## config.mk

```make
export PLATFORM = sky130hd
export DESIGN_NAME = nibble_serial_adder
export DESIGN_NICKNAME = d
export VERILOG_FILES = /design/src/rtl/nibble_serial_adder.sv
export SDC_FILE = /design/constraint.sdc
export NUM_CORES = 1
export LEC_CHECK = 0
export BUFFER_PORTS_ARGS = -buffer_cell sky130_fd_sc_hd__buf_2
export CORE_MARGIN = 3
export CORE_UTILIZATION = 46
export DETAILED_ROUTE_END_ITERATION = 10
export PLACE_DENSITY = 0.69
export SYNTH_ARGS = -nofsm -noshare
export SYNTH_HDL_FRONTEND = slang
export SYNTH_HIERARCHICAL = 1
export SYNTH_SLANG_ARGS = --single-unit
```

## constraint.sdc

```tcl
create_clock -name i_clk -period 3.8 [get_ports i_clk]
set_clock_uncertainty 0.15 [all_clocks]
set_input_delay 0.57 -clock i_clk [delete_from_list [all_inputs] [get_ports i_clk]]
set_output_delay 0.57 -clock i_clk [all_outputs]
set_load 0.05 [all_outputs]
```

## src/rtl/nibble_serial_adder.sv

```systemverilog
// Adds two W-bit operands (W = 4*NIBBLES) one nibble per clock through a
// single four_bit_adder_nor stage. Optional macro NSA_OVERFLOW_EN adds o_ovf.

module four_bit_adder_nor (
  input  logic [3:0] a,
  input  logic [3:0] b,
  input  logic       cin,
  output logic [3:0] sum,
  output logic       cout
);
  logic [4:0] w_c;
  assign w_c[0] = cin;

  for (genvar g = 0; g < 4; g++) begin : g_bit
    logic w_n1, w_n2, w_n3, w_xn, w_m1, w_m2, w_m3;
    // XNOR(a,b) from four NORs, then XNOR(xnor_ab, c) gives a^b^c
    assign w_n1 = ~(a[g] | b[g]);
    assign w_n2 = ~(a[g] | w_n1);
    assign w_n3 = ~(b[g] | w_n1);
    assign w_xn = ~(w_n2 | w_n3);
    assign w_m1 = ~(w_xn | w_c[g]);
    assign w_m2 = ~(w_xn | w_m1);
    assign w_m3 = ~(w_c[g] | w_m1);
    assign sum[g] = ~(w_m2 | w_m3);
    // Majority carry as a NOR of three pairwise NORs
    assign w_c[g+1] = ~(w_n1 | ~(b[g] | w_c[g]) | ~(a[g] | w_c[g]));
  end

  assign cout = w_c[4];
endmodule

module nibble_serial_adder #(
  parameter int NIBBLES = 4
) (
  input  logic                 i_clk,
  input  logic                 i_rst,
  input  logic                 i_start,
  input  logic [4*NIBBLES-1:0] i_a,
  input  logic [4*NIBBLES-1:0] i_b,
  input  logic                 i_cin,
  output logic                 o_busy,
  output logic                 o_done,
  output logic [4*NIBBLES-1:0] o_sum,
`ifdef NSA_OVERFLOW_EN
  output logic                 o_ovf,
`endif
  output logic                 o_cout
);
  localparam int W  = 4 * NIBBLES;
  localparam int CW = (NIBBLES > 1) ? $clog2(NIBBLES) : 1;
  localparam logic [CW-1:0] LAST = CW'(NIBBLES - 1);

  typedef enum logic [1:0] {S_IDLE, S_RUN, S_DONE} state_t;

  state_t        r_state;
  logic [W-1:0]  r_opa, r_opb, r_acc, r_sum;
  logic [CW-1:0] r_cnt;
  logic          r_carry, r_cout, r_busy, r_done;
  logic [3:0]    w_nsum;
  logic          w_ncout;
  logic [W-1:0]  w_acc_nxt;

  four_bit_adder_nor u_add (
    .a    (r_opa[3:0]),
    .b    (r_opb[3:0]),
    .cin  (r_carry),
    .sum  (w_nsum),
    .cout (w_ncout)
  );

  // Accumulator with this cycle's nibble merged in, so the final commit
  // to r_sum includes the last nibble.
  always_comb begin
    w_acc_nxt = r_acc;
    w_acc_nxt[{r_cnt, 2'b00} +: 4] = w_nsum;
  end

`ifdef NSA_OVERFLOW_EN
  logic r_amsb, r_bmsb, r_ovf;
  assign o_ovf = r_ovf;
`endif

  always_ff @(posedge i_clk) begin
    if (i_rst) begin
      r_state <= S_IDLE;
      r_opa   <= '0;
      r_opb   <= '0;
      r_acc   <= '0;
      r_sum   <= '0;
      r_cnt   <= '0;
      r_carry <= 1'b0;
      r_cout  <= 1'b0;
      r_busy  <= 1'b0;
      r_done  <= 1'b0;
`ifdef NSA_OVERFLOW_EN
      r_amsb  <= 1'b0;
      r_bmsb  <= 1'b0;
      r_ovf   <= 1'b0;
`endif
    end else begin
      case (r_state)
        S_IDLE, S_DONE: begin
          r_done <= 1'b0;
          if (i_start) begin
            r_opa   <= i_a;
            r_opb   <= i_b;
            r_carry <= i_cin;
            r_cnt   <= '0;
            r_acc   <= '0;
            r_busy  <= 1'b1;
            r_state <= S_RUN;
`ifdef NSA_OVERFLOW_EN
            r_amsb  <= i_a[W-1];
            r_bmsb  <= i_b[W-1];
`endif
          end else begin
            r_state <= S_IDLE;
          end
        end
        S_RUN: begin
          r_acc   <= w_acc_nxt;
          r_carry <= w_ncout;
          r_opa   <= r_opa >> 4;
          r_opb   <= r_opb >> 4;
          r_cnt   <= r_cnt + CW'(1);
          if (r_cnt == LAST) begin
            r_state <= S_DONE;
            r_busy  <= 1'b0;
            r_done  <= 1'b1;
            r_sum   <= w_acc_nxt;
            r_cout  <= w_ncout;
`ifdef NSA_OVERFLOW_EN
            r_ovf   <= (r_amsb == r_bmsb) && (w_acc_nxt[W-1] != r_amsb);
`endif
          end
        end
        default: r_state <= S_IDLE;
      endcase
    end
  end

  assign o_busy = r_busy;
  assign o_done = r_done;
  assign o_sum  = r_sum;
  assign o_cout = r_cout;
endmodule
```

==> report_table.html, run 1 <==
<table>
<tr><th>Metric</th><th>Value</th></tr>
<tr><th colspan="2">Setup path</th></tr>
<tr><td>Critical path, cell by cell</td><td>fa_1 -&gt; fa_1 -&gt; fa_1 -&gt; fa_1 -&gt; nand3b_1 -&gt; nor3_1 -&gt; a221o_1</td></tr>
<tr><td>Minimum setup slack among reg-to-reg paths</td><td>0.93 ns</td></tr>
<tr><td>Cell type of the slowest stage on the worst timing path</td><td>fa_1</td></tr>
<tr><td>Cell type with the highest occurrence count on the critical path</td><td>fa_1</td></tr>
<tr><td>Critical path arrival</td><td>2.96 ns</td></tr>
<tr><td>Buffer and inverter count on the worst path</td><td>0</td></tr>
<tr><td>Max FO, Critical Path</td><td>6</td></tr>
<tr><td>Worst stage delay on the critical path</td><td>between 0.5 and 0.6 ns</td></tr>
<tr><td>Cell family with the largest share of critical-path delay</td><td>adder cells</td></tr>
<tr><td>Critical path required time</td><td>3.89 ns</td></tr>
<tr><td>Worst setup path category</td><td>reg -&gt; reg</td></tr>
<tr><td>Crit. End Element</td><td>flop</td></tr>
<tr><td>Startpoint Class</td><td>flop</td></tr>
<tr><th colspan="2">Clock tree</th></tr>
<tr><td>Count of cells resized by post-cts repair</td><td>0</td></tr>
<tr><td>Clock slew at reported path FFs</td><td>0.08 ns</td></tr>
<tr><td>Number of clock buffers inserted by TritonCTS</td><td>9</td></tr>
<tr><td>Total of hold buffers inserted after clock tree synthesis</td><td>0</td></tr>
<tr><td>Buffer levels on the longest clock path</td><td>2</td></tr>
<tr><td>TritonCTS clock tree</td><td>yes</td></tr>
<tr><td>H-tree depth</td><td>3</td></tr>
<tr><td>Root Driver</td><td>clkbuf_8</td></tr>
<tr><td>Setup Fix Bufs, Post-CTS</td><td>0</td></tr>
<tr><td>Clock sink total</td><td>72</td></tr>
<tr><td>Clock insertion delay at the later pin of the skew report</td><td>0.34 ns</td></tr>
<tr><th colspan="2">Logic synthesis</th></tr>
<tr><td>Fraction of registers with async set/reset</td><td>0%</td></tr>
<tr><td>Gate Count Post-Synth</td><td>roughly 310</td></tr>
<tr><td>Number of nets in the synthesized netlist</td><td>357</td></tr>
<tr><td>Commonest cells post-synth</td><td>dfxtp_1, a21oi_1, nand3_1, a22oi_1, a22o_1</td></tr>
<tr><td>Cell area after synthesis</td><td>0.00311 mm^2</td></tr>
<tr><td>Compound-Gate Fraction of Synth Area</td><td>24.8%</td></tr>
<tr><td>Adder-cell share of the synthesized area</td><td>4.98%</td></tr>
<tr><td>Xor/xnor cell area share of the yosys netlist</td><td>0%</td></tr>
<tr><td>Number of unique standard cell types used by synthesis</td><td>40</td></tr>
<tr><td>Synth area leaders</td><td>dfxtp_1, a21oi_1, a22oi_1</td></tr>
<tr><td>Fraction of post-synthesis cell area in the top cell type by area</td><td>46.3%</td></tr>
<tr><td>Flip-flop and latch count after synthesis</td><td>72</td></tr>
<tr><td>Synth Area in Simple Gates</td><td>18.4%</td></tr>
<tr><td>Cell accounting for the most synthesized area</td><td>dfxtp_1</td></tr>
<tr><td>Number of warning messages in the yosys log</td><td>6</td></tr>
<tr><td>Share of synthesized area occupied by flip-flops and latches</td><td>46.3%</td></tr>
<tr><td>Dominant synthesized flop cell</td><td>dfxtp_1</td></tr>
<tr><td>Multiplexer share of the synthesized area</td><td>0%</td></tr>
<tr><td>EDFF count, synth</td><td>0</td></tr>
<tr><td>Synthesized area per cell</td><td>10.0 um^2</td></tr>
<tr><td>Largest family of logic cells by synthesized area</td><td>compound AO/OA/AOI/OAI gates</td></tr>
<tr><td>Cell with the most instances after synthesis</td><td>dfxtp_1</td></tr>
<tr><th colspan="2">Power</th></tr>
<tr><td>Power density over cell area</td><td>497 mW/mm^2</td></tr>
<tr><td>Overall power</td><td>1.80 mW</td></tr>
<tr><td>Standby leakage power</td><td>approximately 1.4 nW</td></tr>
<tr><td>Peak supply drop</td><td>around 0.37 mV</td></tr>
<tr><th colspan="2">Timing</th></tr>
<tr><td>Final setup violation count</td><td>0</td></tr>
<tr><td>RSZ-0062 raised after global routing</td><td>false</td></tr>
<tr><td>Post-layout minimum cycle time</td><td>around 2.9 ns</td></tr>
<tr><td>Fin crit share</td><td>75.6%</td></tr>
<tr><td>Count of final hold-check violations</td><td>0</td></tr>
<tr><td>Worst Tran Pin Value</td><td>0.823 ns</td></tr>
<tr><td>Final max-slew violation count</td><td>0</td></tr>
<tr><td>Sum of negative setup slack</td><td>0 ns</td></tr>
<tr><td>Worst slew margin relative to its limit</td><td>45.1%</td></tr>
<tr><td>Maximum clock frequency</td><td>between 300 and 400 MHz</td></tr>
<tr><th colspan="2">Finish</th></tr>
<tr><td>Share of final-layout standard cells stronger than drive strength 1</td><td>24.0%</td></tr>
<tr><td>Filler cell count in the final layout</td><td>600</td></tr>
<tr><td>Inserted Diodes</td><td>0</td></tr>
<tr><td>Number of nets in the final layout</td><td>399</td></tr>
<tr><td>Area grow syn2layout</td><td>16.3%</td></tr>
<tr><th colspan="2">Floorplan</th></tr>
<tr><td>Starting utilization of the core area</td><td>48.2%</td></tr>
<tr><td>Core Rows</td><td>29</td></tr>
<tr><td>Core area</td><td>0.00646 mm^2</td></tr>
<tr><td>Die W</td><td>88.3 um</td></tr>
<tr><td>Total Die Area</td><td>0.00779 mm^2</td></tr>
<tr><td>Die Height</td><td>88.3 um</td></tr>
<tr><td>Count of pins on the block boundary</td><td>55</td></tr>
<tr><th colspan="2">Global routing</th></tr>
<tr><td>Initial antenna violation count</td><td>0</td></tr>
<tr><td>Maximum number of pins on one net before global-route repair</td><td>50</td></tr>
<tr><td>Total global routing overflow</td><td>0</td></tr>
<tr><td>Overall Global Routing Usage</td><td>between 15 and 20%</td></tr>
<tr><td>Top Usage Layer GRT</td><td>met1</td></tr>
<tr><td>Global-route wire length before repair</td><td>between 10 and 15 mm</td></tr>
<tr><td>M3 GR Usage</td><td>5.03%</td></tr>
<tr><td>Global routing met1 resource utilization</td><td>29.2%</td></tr>
<tr><td>Met2 track demand over resource in global routing</td><td>28.1%</td></tr>
<tr><td>Number of global-route vias before repair</td><td>about 2,400</td></tr>
<tr><th colspan="2">Route</th></tr>
<tr><td>Routed vias</td><td>2,610</td></tr>
<tr><td>Number of nets with antenna violations after routing</td><td>0</td></tr>
<tr><td>Detailed-route vias per instance</td><td>6.00</td></tr>
<tr><td>Average wire per standard cell</td><td>roughly 17 um</td></tr>
<tr><td>Violation count after the first detailed-route iteration</td><td>191</td></tr>
<tr><td>Final routed wirelength across all metal layers</td><td>7.38 mm</td></tr>
<tr><td>Drc violations</td><td>0</td></tr>
<tr><td>Number of iterations in the first detailed-routing pass</td><td>4</td></tr>
<tr><th colspan="2">Place</th></tr>
<tr><td>Count of input and output buffers</td><td>54</td></tr>
<tr><td>Final estimated routing congestion in global placement</td><td>between 0.8 and 0.9</td></tr>
<tr><td>Estimated wirelength of the detail-placed design</td><td>4.60 mm</td></tr>
<tr><th colspan="2">Status</th></tr>
<tr><td>Status</td><td>finished, final reports clean</td></tr>
<tr><th colspan="2">Job</th></tr>
<tr><td># Max-Cap Violations</td><td>0</td></tr>
<tr><th colspan="2">Worst hold path</th></tr>
<tr><td>Worst hold-check path type</td><td>in -&gt; reg</td></tr>
</table>
registers in the layout (all words and copies together), names as in the netlist:
signal   flops
r_acc       16
r_opa       16
o_done       1
r_state      2
r_carry      1
r_opb       16
o_cout       1
r_cnt        2
o_sum       16
o_busy       1
kinds of logic (layout without fill, tap and decap cells):
group,Yosys count,count (layout)
AO/OA/AOI/OAI,105,105
adder cells (fa/ha/maj),10,10
buffers and inverters,30,77
flip-flops,72,72
AND/OR/NAND/NOR,94,94
per-layer routing:
layer,vias to the layer above,wire length (um)
li1,1264,-
met2,80,3290
met3,7,475
met5,-,0
met1,1259,3520
met4,0,93
final timing paths:
check                    to     start  cells past startpoint
setup / recovery  o_sum[15]  r_opa[0]                      7
hold / removal    r_opb[14]   i_b[14]                      3
setup reg to reg  o_sum[15]  r_opa[0]                      7
hold reg to reg      o_busy    o_busy                      1
report_power, final:
group	leakage, nW	switching (mW)	internal, mW
registers	0.586	0.0211	0.782
clock network	0.134	0.299	0.505
logic	0.707	0.121	0.0712
tightest hold or removal path, stage by stage:
cell and delay [ns]:
buf_2 0.09, nand2_1 0.04, a21oi_1 0.05
through the flow:
| stage | cell area, um^2 | hold WS, ns | worst slack, ns | std cells | utilization (%) |
|---|---|---|---|---|---|
| final | 3620 | 0.305 | 0.927 | 435 | 56.0 |
| after global routing | 3620 | 0.306 | 0.810 | 435 | 56.0 |
| after CTS | 3620 | 0.290 | 0.931 | 435 | 56.0 |
| after detailed placement | 3350 | 0.296 | 0.926 | 419 | 51.9 |
| after global placement | 3350 | 0.292 | 0.989 | 419 | 51.9 |
| after floorplan | 3110 | 0.284 | 1.12 | 311 | - |
area by class of cell:
cell class / instances / area, um^2 / area share, %
sequential: 72 / 1440 / 39.8
clock buffer: 9 / 124 / 3.42
timing repair buffer: 57 / 293 / 8.09
tap: 77 / 96.3 / 2.66
multi-input combinational: 209 / 1510 / 41.7
clock inverter: 7 / 143 / 3.94
inverter: 4 / 15.0 / 0.415
placed cells by master (no fill, tap or decap), drive strengths merged, types with 9 or more instances in the layout:
cell type / count
a22o: 13
clkbuf: 9
nand2: 12
dfxtp: 72
a221o: 9
nand3: 35
a21oi: 40
buf: 57
nor3: 9
a22oi: 25
Power figures use the tool's default switching activity.
==> inputs of run 2 (changes only) <==
PLACE_DENSITY = 0.71   (was 0.69)
clock period = 2.6 ns   (was 3.8 ns; I/O delays follow)
==> run 2 against run 1 <==
First-iteration DRC count rose by 14%. Clock-buffer cell count up 1. Total power increased by 33%. Largest cell class unchanged.
==> report_table.html, run 2 (synthesis results as in run 1) <==
<table>
<tr><th>Metric</th><th>Value</th></tr>
<tr><th colspan="2">Setup path</th></tr>
<tr><td>Crit. End Element</td><td>flop (unchanged)</td></tr>
<tr><td>Minimum setup slack among reg-to-reg paths</td><td>0.02 ns (was 0.93 ns)</td></tr>
<tr><td>Worst stage delay on the critical path</td><td>0.47 ns (was 0.56 ns)</td></tr>
<tr><td>Endpoint of the worst register-to-register path</td><td>o_sum[7] (was o_sum[15])</td></tr>
<tr><td>Startpoint Class</td><td>flop (unchanged)</td></tr>
<tr><td>Max FO, Critical Path</td><td>4 (was 6)</td></tr>
<tr><td>Critical path, cell by cell</td><td>fa_2 -&gt; fa_2 -&gt; fa_2 -&gt; fa_2 -&gt; nand3b_1 -&gt; nor3_1 -&gt; a221o_1 (was fa_1 -&gt; fa_1 -&gt; fa_1 -&gt; fa_1 -&gt; nand3b_1 -&gt; nor3_1 -&gt; a221o_1)</td></tr>
<tr><td>Cell depth of the worst flop-to-flop path</td><td>7 (unchanged)</td></tr>
<tr><td>Critical path arrival</td><td>2.67 ns (was 2.96 ns)</td></tr>
<tr><td>Critical path required time</td><td>2.69 ns (was 3.89 ns)</td></tr>
<tr><td>Cell type of the slowest stage on the worst timing path</td><td>fa_2 (was fa_1)</td></tr>
<tr><td>Worst setup path category</td><td>reg -&gt; reg (unchanged)</td></tr>
<tr><td>Worst reg2reg startpoint</td><td>r_opa[0] (unchanged)</td></tr>
<tr><td>Cell type with the highest occurrence count on the critical path</td><td>fa_2 (was fa_1)</td></tr>
<tr><th colspan="2">Clock tree</th></tr>
<tr><td>Clock sink total</td><td>72 (unchanged)</td></tr>
<tr><td>TritonCTS clock tree</td><td>yes (unchanged)</td></tr>
<tr><td>H-tree depth</td><td>3 (unchanged)</td></tr>
<tr><td>Clock slew at reported path FFs</td><td>0.09 ns (was 0.08 ns)</td></tr>
<tr><td>Buffer levels on the longest clock path</td><td>2 (unchanged)</td></tr>
<tr><td>Number of clock buffers inserted by TritonCTS</td><td>9 (unchanged)</td></tr>
<tr><td>Root Driver</td><td>clkbuf_8 (unchanged)</td></tr>
<tr><td>Clock insertion delay at the later pin of the skew report</td><td>0.34 ns (about the same)</td></tr>
<tr><th colspan="2">Power</th></tr>
<tr><td>Peak supply drop</td><td>0.359 mV (was 0.373 mV)</td></tr>
<tr><td>Standby leakage power</td><td>1.44 nW (was 1.43 nW)</td></tr>
<tr><td>Portion of total power attributed to combinational logic</td><td>13.0% (was 10.7%)</td></tr>
<tr><td>Proportion of power drawn by the clock network</td><td>38.0% (was 44.7%)</td></tr>
<tr><td>Internal power of the cells</td><td>1.74 mW (was 1.36 mW)</td></tr>
<tr><td>Sequential power share</td><td>49.0% (was 44.6%)</td></tr>
<tr><td>Power density over cell area</td><td>654 mW/mm^2 (was 497 mW/mm^2)</td></tr>
<tr><td>Net load switching power</td><td>650 uW (was 441 uW)</td></tr>
<tr><td>Switching power as a share of total power</td><td>27.2% (was 24.5%)</td></tr>
<tr><th colspan="2">Finish</th></tr>
<tr><td>Most common cell after layout, fill and taps aside</td><td>dfxtp_1 (unchanged)</td></tr>
<tr><td>Filler cell count in the final layout</td><td>581 (was 600)</td></tr>
<tr><td>Number of nets in the final layout</td><td>408 (was 399)</td></tr>
<tr><td>Area grow syn2layout</td><td>17.6% (was 16.3%)</td></tr>
<tr><td>Inserted Diodes</td><td>0 (unchanged)</td></tr>
<tr><td>Commonest non-fill, non-tap cells in the layout</td><td>dfxtp_1, buf_2, a21oi_1, nand3_1, a22oi_1 (unchanged)</td></tr>
<tr><td>Share of final-layout standard cells stronger than drive strength 1</td><td>27.0% (was 24.0%)</td></tr>
<tr><th colspan="2">Global routing</th></tr>
<tr><td>Number of global-route vias before repair</td><td>2,590 (was 2,356)</td></tr>
<tr><td>Maximum number of pins on one net before global-route repair</td><td>46 (was 50)</td></tr>
<tr><td>Global-route wire length before repair</td><td>12.4 mm (was 12.2 mm)</td></tr>
<tr><td>Top Usage Layer GRT</td><td>met2 (was met1)</td></tr>
<tr><td>M3 GR Usage</td><td>6.61% (was 5.03%)</td></tr>
<tr><td>Overall Global Routing Usage</td><td>20.5% (was 19.9%)</td></tr>
<tr><td>Total global routing overflow</td><td>0 (unchanged)</td></tr>
<tr><td>Initial antenna violation count</td><td>0 (unchanged)</td></tr>
<tr><td>Global routing met1 resource utilization</td><td>26.9% (was 29.2%)</td></tr>
<tr><td>Met2 track demand over resource in global routing</td><td>31.2% (was 28.1%)</td></tr>
<tr><th colspan="2">Route</th></tr>
<tr><td>Final routed wirelength across all metal layers</td><td>7.50 mm (was 7.38 mm)</td></tr>
<tr><td>Violation count after the first detailed-route iteration</td><td>217 (was 191)</td></tr>
<tr><td>Number of iterations in the first detailed-routing pass</td><td>5 (was 4)</td></tr>
<tr><td>Number of nets with antenna violations after routing</td><td>0 (unchanged)</td></tr>
<tr><td>Detailed-route vias per instance</td><td>5.96 (was 6.00)</td></tr>
<tr><td>Drc violations</td><td>0 (unchanged)</td></tr>
<tr><td>Routed vias</td><td>2,645 (was 2,610)</td></tr>
<tr><td>Average wire per standard cell</td><td>16.9 um (was 17.0 um)</td></tr>
<tr><th colspan="2">Floorplan</th></tr>
<tr><td>Die W</td><td>88.3 um (unchanged)</td></tr>
<tr><td>Core area</td><td>0.00646 mm^2 (unchanged)</td></tr>
<tr><td>Die Height</td><td>88.3 um (unchanged)</td></tr>
<tr><td>Total Die Area</td><td>0.00779 mm^2 (unchanged)</td></tr>
<tr><td>Starting utilization of the core area</td><td>48.2% (unchanged)</td></tr>
<tr><td>Count of pins on the block boundary</td><td>55 (unchanged)</td></tr>
<tr><td>Core Rows</td><td>29 (unchanged)</td></tr>
<tr><th colspan="2">Timing</th></tr>
<tr><td>Final setup violation count</td><td>0 (unchanged)</td></tr>
<tr><td>Post-layout minimum cycle time</td><td>2.58 ns (was 2.87 ns)</td></tr>
<tr><td>Final max-slew violation count</td><td>0 (unchanged)</td></tr>
<tr><td>Maximum clock frequency</td><td>388 MHz (was 348 MHz)</td></tr>
<tr><td>Setup WS post-layout</td><td>0.0203 ns (was 0.927 ns)</td></tr>
<tr><td>Final-layout worst hold slack</td><td>0.123 ns (was 0.305 ns)</td></tr>
<tr><td>Fin crit share</td><td>99.2% (was 75.6%)</td></tr>
<tr><td>Worst Tran Pin Value</td><td>0.625 ns (was 0.823 ns)</td></tr>
<tr><td>Worst slew margin relative to its limit</td><td>58.3% (was 45.1%)</td></tr>
<tr><td>RSZ-0062 raised after global routing</td><td>true (was false)</td></tr>
<tr><td>Count of final hold-check violations</td><td>0 (unchanged)</td></tr>
<tr><th colspan="2">Worst hold path</th></tr>
<tr><td>Worst hold path startpoint</td><td>i_b[12] (was i_b[14])</td></tr>
<tr><td>Endpoint of the worst hold-timing path</td><td>r_opb[12] (was r_opb[14])</td></tr>
<tr><td>Worst hold path stage count</td><td>3 (unchanged)</td></tr>
<tr><td>Worst hold-check path type</td><td>in -&gt; reg (unchanged)</td></tr>
<tr><th colspan="2">Place</th></tr>
<tr><td>Estimated wirelength of the detail-placed design</td><td>5.03 mm (was 4.60 mm)</td></tr>
<tr><td>Count of input and output buffers</td><td>54 (unchanged)</td></tr>
<tr><td>Final estimated routing congestion in global placement</td><td>0.862 (was 0.872)</td></tr>
<tr><td>Worst setup slack after placement</td><td>-0.0877 ns (was 0.926 ns)</td></tr>
<tr><th colspan="2">Status</th></tr>
<tr><td>Status</td><td>finished, final reports clean (unchanged)</td></tr>
<tr><th colspan="2">Job</th></tr>
<tr><td># Max-Cap Violations</td><td>0 (unchanged)</td></tr>
</table>
-- run 2: cell count changes in the layout (fill, tap and decap cells not counted) --
cell and delta:
bufinv_16 -3, clkinvlp_4 +2, fa_2 +4, clkbuf_8 +1, dfxtp_1 -1, dfxtp_2 +1
nand2b_1 +1, fa_1 -4, nand2b_2 -1, buf_12 +2, buf_4 +7
-- run 2: repair_timing --
action,4_1_cts,5_1_grt
cloned,0,0
setup buffers,0,0
hold buffers,0,0
pin swaps,1,1
endpoints found under the setup margin,8,5
gates resized for setup,1,1
-- run 2: worst max path at each step --
stage             start        end  slack [ns]  depth (start not counted)
6_report       r_opa[0]   o_sum[7]        0.02                          7
3_5_place_dp   r_opa[0]  o_sum[15]       -0.09                          7
3_3_place_gp   r_opa[0]   o_sum[7]       -0.05                          7
5_1_grt        r_opa[0]  r_acc[15]       -0.06                          7
4_1_cts        r_opa[0]   o_sum[7]       0.005                          7
2_1_floorplan  r_opa[0]   o_sum[7]        0.02                          7
-- run 2: layer usage --
metal  up-vias  share of wire (%)
li1       1287                  -
met1      1255                 47
met2        91                 45
met3        12                6.1
met4         0                2.0
met5         -                  0
-- run 2: critical path: cells and delay by family, from the launching register on --
kind,cells,cell delay (ns)
compound gates,1,0.26
simple gates,2,0.19
fa+ha+maj,4,1.54
flops,1,0.34
-- run 2: area by class of cell --
cell class / count / area [um^2] / area share, %
Timing Repair Buffer: 66 / 385 / 10.5
Sequential cell: 72 / 1440 / 39.4
Clock buffer: 10 / 138 / 3.76
Clock inverter: 6 / 67.6 / 1.85
Tap cell: 77 / 96.3 / 2.63
Inverter: 4 / 15.0 / 0.410
Multi-Input combinational cell: 209 / 1520 / 41.4
-- run 2: power by group through the flow --
stage	Combinational, mW	Sequential (mW)	Clock [mW]
after floorplan	0.210	1.20	0
after global placement	0.301	1.20	0
after detailed placement	0.306	1.20	0
after CTS	0.309	1.17	0.914
after global routing	0.340	1.18	0.975
final	0.310	1.17	0.909
-- run 2: stage by stage --
step / power (mW) / TNS [ns] / area, um^2 / util (%) / instances
2_1_floorplan: 1.40 / 0 / 3120 / - / 311
3_3_place_gp: 1.50 / -0.141 / 3450 / 53.4 / 428
3_5_place_dp: 1.50 / -0.317 / 3450 / 53.4 / 428
4_1_cts: 2.39 / 0 / 3660 / 56.6 / 444
5_1_grt: 2.49 / -0.170 / 3660 / 56.7 / 444
6_report: 2.39 / 0 / 3660 / 56.7 / 444
==> inputs of run 3 (changes only) <==
ABC_AREA = 1   (was not set)
==> run 3 against run 2 <==
The run now ends with setup timing left. Fmax shrank 2.9%. Die area up 1.3%. Sequential share of layout area grew 0.55 points. Combinational power decreased by 15%. Via count up 4.5%. Area after synthesis is 1.4% higher. Largest power group unchanged.
==> report_table.html, run 3 <==
<table>
<tr><th>Metric</th><th>Value</th></tr>
<tr><th colspan="2">Logic synthesis</th></tr>
<tr><td>Share of synthesized area occupied by flip-flops and latches</td><td>45.7% (was 46.3%)</td></tr>
<tr><td>Cell accounting for the most synthesized area</td><td>dfxtp_1 (unchanged)</td></tr>
<tr><td>Flip-flop and latch count after synthesis</td><td>72 (unchanged)</td></tr>
<tr><td>Synth area leaders</td><td>dfxtp_1, nand2_1, a31oi_1 (was dfxtp_1, a21oi_1, a22oi_1)</td></tr>
<tr><td>Gate Count Post-Synth</td><td>427 (was 311)</td></tr>
<tr><td>Number of unique standard cell types used by synthesis</td><td>22 (was 40)</td></tr>
<tr><td>Synthesized area per cell</td><td>7.39 um^2 (was 10.0 um^2)</td></tr>
<tr><td>Dominant synthesized flop cell</td><td>dfxtp_1 (unchanged)</td></tr>
<tr><td>Cell with the most instances after synthesis</td><td>nand2_1 (was dfxtp_1)</td></tr>
<tr><td>Number of nets in the synthesized netlist</td><td>473 (was 357)</td></tr>
<tr><td>Fraction of post-synthesis cell area in the top cell type by area</td><td>45.7% (was 46.3%)</td></tr>
<tr><td>Cell area after synthesis</td><td>0.00316 mm^2 (was 0.00311 mm^2)</td></tr>
<tr><td>Number of warning messages in the yosys log</td><td>6 (unchanged)</td></tr>
<tr><td>Commonest cells post-synth</td><td>nand2_1, dfxtp_1, a21oi_1, a31oi_1, nand3_1 (was dfxtp_1, a21oi_1, nand3_1, a22oi_1, a22o_1)</td></tr>
<tr><td>EDFF count, synth</td><td>0 (unchanged)</td></tr>
<tr><td>Fraction of registers with async set/reset</td><td>0% (unchanged)</td></tr>
<tr><th colspan="2">Timing</th></tr>
<tr><td>RSZ-0062 raised after global routing</td><td>true (unchanged)</td></tr>
<tr><td>Final max-slew violation count</td><td>0 (unchanged)</td></tr>
<tr><td>Worst Tran Pin Value</td><td>0.515 ns (was 0.625 ns)</td></tr>
<tr><td>Setup WS post-layout</td><td>-0.0580 ns (was 0.0203 ns)</td></tr>
<tr><td>Post-layout minimum cycle time</td><td>2.66 ns (was 2.58 ns)</td></tr>
<tr><td>Worst slew margin relative to its limit</td><td>65.6% (was 58.3%)</td></tr>
<tr><td>Maximum clock frequency</td><td>376 MHz (was 388 MHz)</td></tr>
<tr><td>Count of final hold-check violations</td><td>0 (unchanged)</td></tr>
<tr><td>Fin crit share</td><td>102% (was 99.2%)</td></tr>
<tr><td>Final setup violation count</td><td>3 (was 0)</td></tr>
<tr><th colspan="2">Finish</th></tr>
<tr><td>Most common cell after layout, fill and taps aside</td><td>nand2_1 (was dfxtp_1)</td></tr>
<tr><td>Number of nets in the final layout</td><td>517 (was 408)</td></tr>
<tr><td>Inserted Diodes</td><td>0 (unchanged)</td></tr>
<tr><td>Total area of sequential cells</td><td>0.00144 mm^2 (unchanged)</td></tr>
<tr><td>Utilization after layout</td><td>55.6% (was 56.7%)</td></tr>
<tr><td>Area grow syn2layout</td><td>14.4% (was 17.6%)</td></tr>
<tr><td>Total non-filler cell area in the finished layout</td><td>0.00361 mm^2 (was 0.00366 mm^2)</td></tr>
<tr><td>Area of combinational cells with multiple inputs</td><td>0.00149 mm^2 (was 0.00152 mm^2)</td></tr>
<tr><td>Filler cell count in the final layout</td><td>622 (was 581)</td></tr>
<tr><td>Commonest non-fill, non-tap cells in the layout</td><td>nand2_1, dfxtp_1, buf_2, a21oi_1, a31oi_1 (was dfxtp_1, buf_2, a21oi_1, nand3_1, a22oi_1)</td></tr>
<tr><td>Share of final-layout standard cells stronger than drive strength 1</td><td>19.7% (was 27.0%)</td></tr>
<tr><th colspan="2">Place</th></tr>
<tr><td>Worst setup slack after placement</td><td>-0.147 ns (was -0.0877 ns)</td></tr>
<tr><td>Estimated wirelength of the detail-placed design</td><td>4.57 mm (was 5.03 mm)</td></tr>
<tr><td>Count of input and output buffers</td><td>54 (unchanged)</td></tr>
<tr><td>Final estimated routing congestion in global placement</td><td>0.909 (was 0.862)</td></tr>
<tr><td>Cell Area, Placed</td><td>0.00339 mm^2 (was 0.00345 mm^2)</td></tr>
<tr><th colspan="2">Global routing</th></tr>
<tr><td>Initial antenna violation count</td><td>0 (unchanged)</td></tr>
<tr><td>Number of global-route vias before repair</td><td>2,553 (was 2,590)</td></tr>
<tr><td>Global-route wire length before repair</td><td>11.7 mm (was 12.4 mm)</td></tr>
<tr><td>Overall Global Routing Usage</td><td>19.2% (was 20.5%)</td></tr>
<tr><td>Maximum number of pins on one net before global-route repair</td><td>52 (was 46)</td></tr>
<tr><td>Total global routing overflow</td><td>0 (unchanged)</td></tr>
<tr><th colspan="2">Clock tree</th></tr>
<tr><td>Clock sink total</td><td>72 (unchanged)</td></tr>
<tr><td>Setup Fix Bufs, Post-CTS</td><td>0 (unchanged)</td></tr>
<tr><td>Clock insertion delay at the later pin of the skew report</td><td>0.35 ns (was 0.34 ns)</td></tr>
<tr><td>Root Driver</td><td>clkbuf_8 (unchanged)</td></tr>
<tr><td>Number of clock buffers inserted by TritonCTS</td><td>9 (unchanged)</td></tr>
<tr><td>H-tree depth</td><td>3 (unchanged)</td></tr>
<tr><td>TritonCTS clock tree</td><td>yes (unchanged)</td></tr>
<tr><td>Clock slew at reported path FFs</td><td>0.08 ns (was 0.09 ns)</td></tr>
<tr><td>Buffer levels on the longest clock path</td><td>2 (unchanged)</td></tr>
<tr><th colspan="2">Floorplan</th></tr>
<tr><td>Starting utilization of the core area</td><td>48.6% (was 48.2%)</td></tr>
<tr><td>Core area</td><td>0.00649 mm^2 (was 0.00646 mm^2)</td></tr>
<tr><td>Die W</td><td>88.8 um (was 88.3 um)</td></tr>
<tr><td>Total Die Area</td><td>0.00789 mm^2 (was 0.00779 mm^2)</td></tr>
<tr><td>Count of pins on the block boundary</td><td>55 (unchanged)</td></tr>
<tr><td>Core Rows</td><td>29 (unchanged)</td></tr>
<tr><td>Die Height</td><td>88.8 um (was 88.3 um)</td></tr>
<tr><th colspan="2">Setup path</th></tr>
<tr><td>Worst setup path category</td><td>reg -&gt; reg (unchanged)</td></tr>
<tr><td>Startpoint Class</td><td>flop (unchanged)</td></tr>
<tr><td>Max FO, Critical Path</td><td>3 (was 4)</td></tr>
<tr><td>Crit. End Element</td><td>flop (unchanged)</td></tr>
<tr><td>Critical path arrival</td><td>2.79 ns (was 2.67 ns)</td></tr>
<tr><td>Critical path required time</td><td>2.73 ns (was 2.69 ns)</td></tr>
<tr><td>Cell depth of the worst flop-to-flop path</td><td>10 (was 7)</td></tr>
<tr><th colspan="2">Power</th></tr>
<tr><td>Standby leakage power</td><td>1.58 nW (was 1.44 nW)</td></tr>
<tr><td>Peak supply drop</td><td>0.316 mV (was 0.359 mV)</td></tr>
<tr><td>Overall power</td><td>2.34 mW (was 2.39 mW)</td></tr>
<tr><td>Power density over cell area</td><td>648 mW/mm^2 (was 654 mW/mm^2)</td></tr>
<tr><th colspan="2">Worst hold path</th></tr>
<tr><td>Worst hold-check path type</td><td>in -&gt; reg (unchanged)</td></tr>
<tr><td>Worst hold path stage count</td><td>3 (unchanged)</td></tr>
<tr><th colspan="2">Route</th></tr>
<tr><td>Violation count after the first detailed-route iteration</td><td>163 (was 217)</td></tr>
<tr><td>Average wire per standard cell</td><td>12.7 um (was 16.9 um)</td></tr>
<tr><td>Number of nets with antenna violations after routing</td><td>0 (unchanged)</td></tr>
<tr><td>Detailed-route vias per instance</td><td>5.00 (was 5.96)</td></tr>
<tr><td>Routed vias</td><td>2,765 (was 2,645)</td></tr>
<tr><td>Final routed wirelength across all metal layers</td><td>7.03 mm (was 7.50 mm)</td></tr>
<tr><td>Number of iterations in the first detailed-routing pass</td><td>4 (was 5)</td></tr>
<tr><td>Drc violations</td><td>0 (unchanged)</td></tr>
<tr><th colspan="2">Status</th></tr>
<tr><td>Status</td><td>complete, but fails checks (was finished, final reports clean)</td></tr>
<tr><td>Failing checks</td><td>setup timing</td></tr>
<tr><th colspan="2">Job</th></tr>
<tr><td># Max-Cap Violations</td><td>0 (unchanged)</td></tr>
</table>
-- run 3: area by class of cell --
| cell class | instances | area share (%) |
|---|---|---|
| clock buffer | 9 | 3.43 |
| timing repair buffer | 57 | 8.11 |
| multi-input combinational | 311 | 41.4 |
| sequential | 72 | 40.0 |
| clock inverter | 7 | 2.22 |
| inverter | 20 | 2.22 |
| tap | 77 | 2.67 |
-- run 3: worst paths after layout --
kind	start	to	slack (ns)
worst max-delay path	r_opa[0]	r_acc[11]	-0.06
worst min-delay path	i_b[15]	r_opb[15]	0.12
worst max register to register	r_opa[0]	r_acc[11]	-0.06
worst min register to register	r_opa[15]	r_opa[15]	0.31
-- run 3: metal layers --
metal	global-route usage [%]	vias to the layer above	routed length, um
li1	-	1454	-
met1	25.3	1231	3340
met2	29.4	70	3140
met3	5.68	10	438
met4	7.83	0	107
met5	0	-	0
-- run 3: cells by family (layout without fill, tap and decap cells) --
logic type               count (synthesis)  in the layout  share of synthesized area (%)
AND/OR/NAND/NOR                        242            242                           31.0
adder cells (fa/ha/maj)                 10             10                           4.92
AO/OA/AOI/OAI                           59             59                           10.7
buffers and inverters                   44             93                           7.73
flip-flops                              72             72                           45.7
-- run 3: through the flow --
step	TNS [ns]	instances	hold slack (ns)
6_report	-0.166	553	0.125
5_1_grt	-0.871	553	0.126
4_1_cts	-0.143	553	0.115
3_5_place_dp	-0.674	537	0.303
3_3_place_gp	-0.298	537	0.299
2_1_floorplan	0	427	0.289
-- run 3: worst max-delay path, cell delays in order (launching register included) --
cell and delay (ns):
dfxtp_2 0.33, fa_2 0.39, fa_2 0.35, fa_2 0.34
fa_2 0.58, inv_2 0.04, nor2_2 0.07, nand3_1 0.07
nand2_1 0.09, nand2_1 0.05, a21oi_1 0.12
-- run 3: what timing repair did --
item | in CTS | in global routing
hold buffers | 0 | 0
endpoints found under the setup margin | 7 | 7
pin swaps | 3 | 1
gates resized for setup | 5 | 3
-- run 3: power breakdown --
group	switching, mW	internal [mW]
Clock	0.449	0.452
Combinational	0.177	0.0867
Sequential	0.0295	1.14
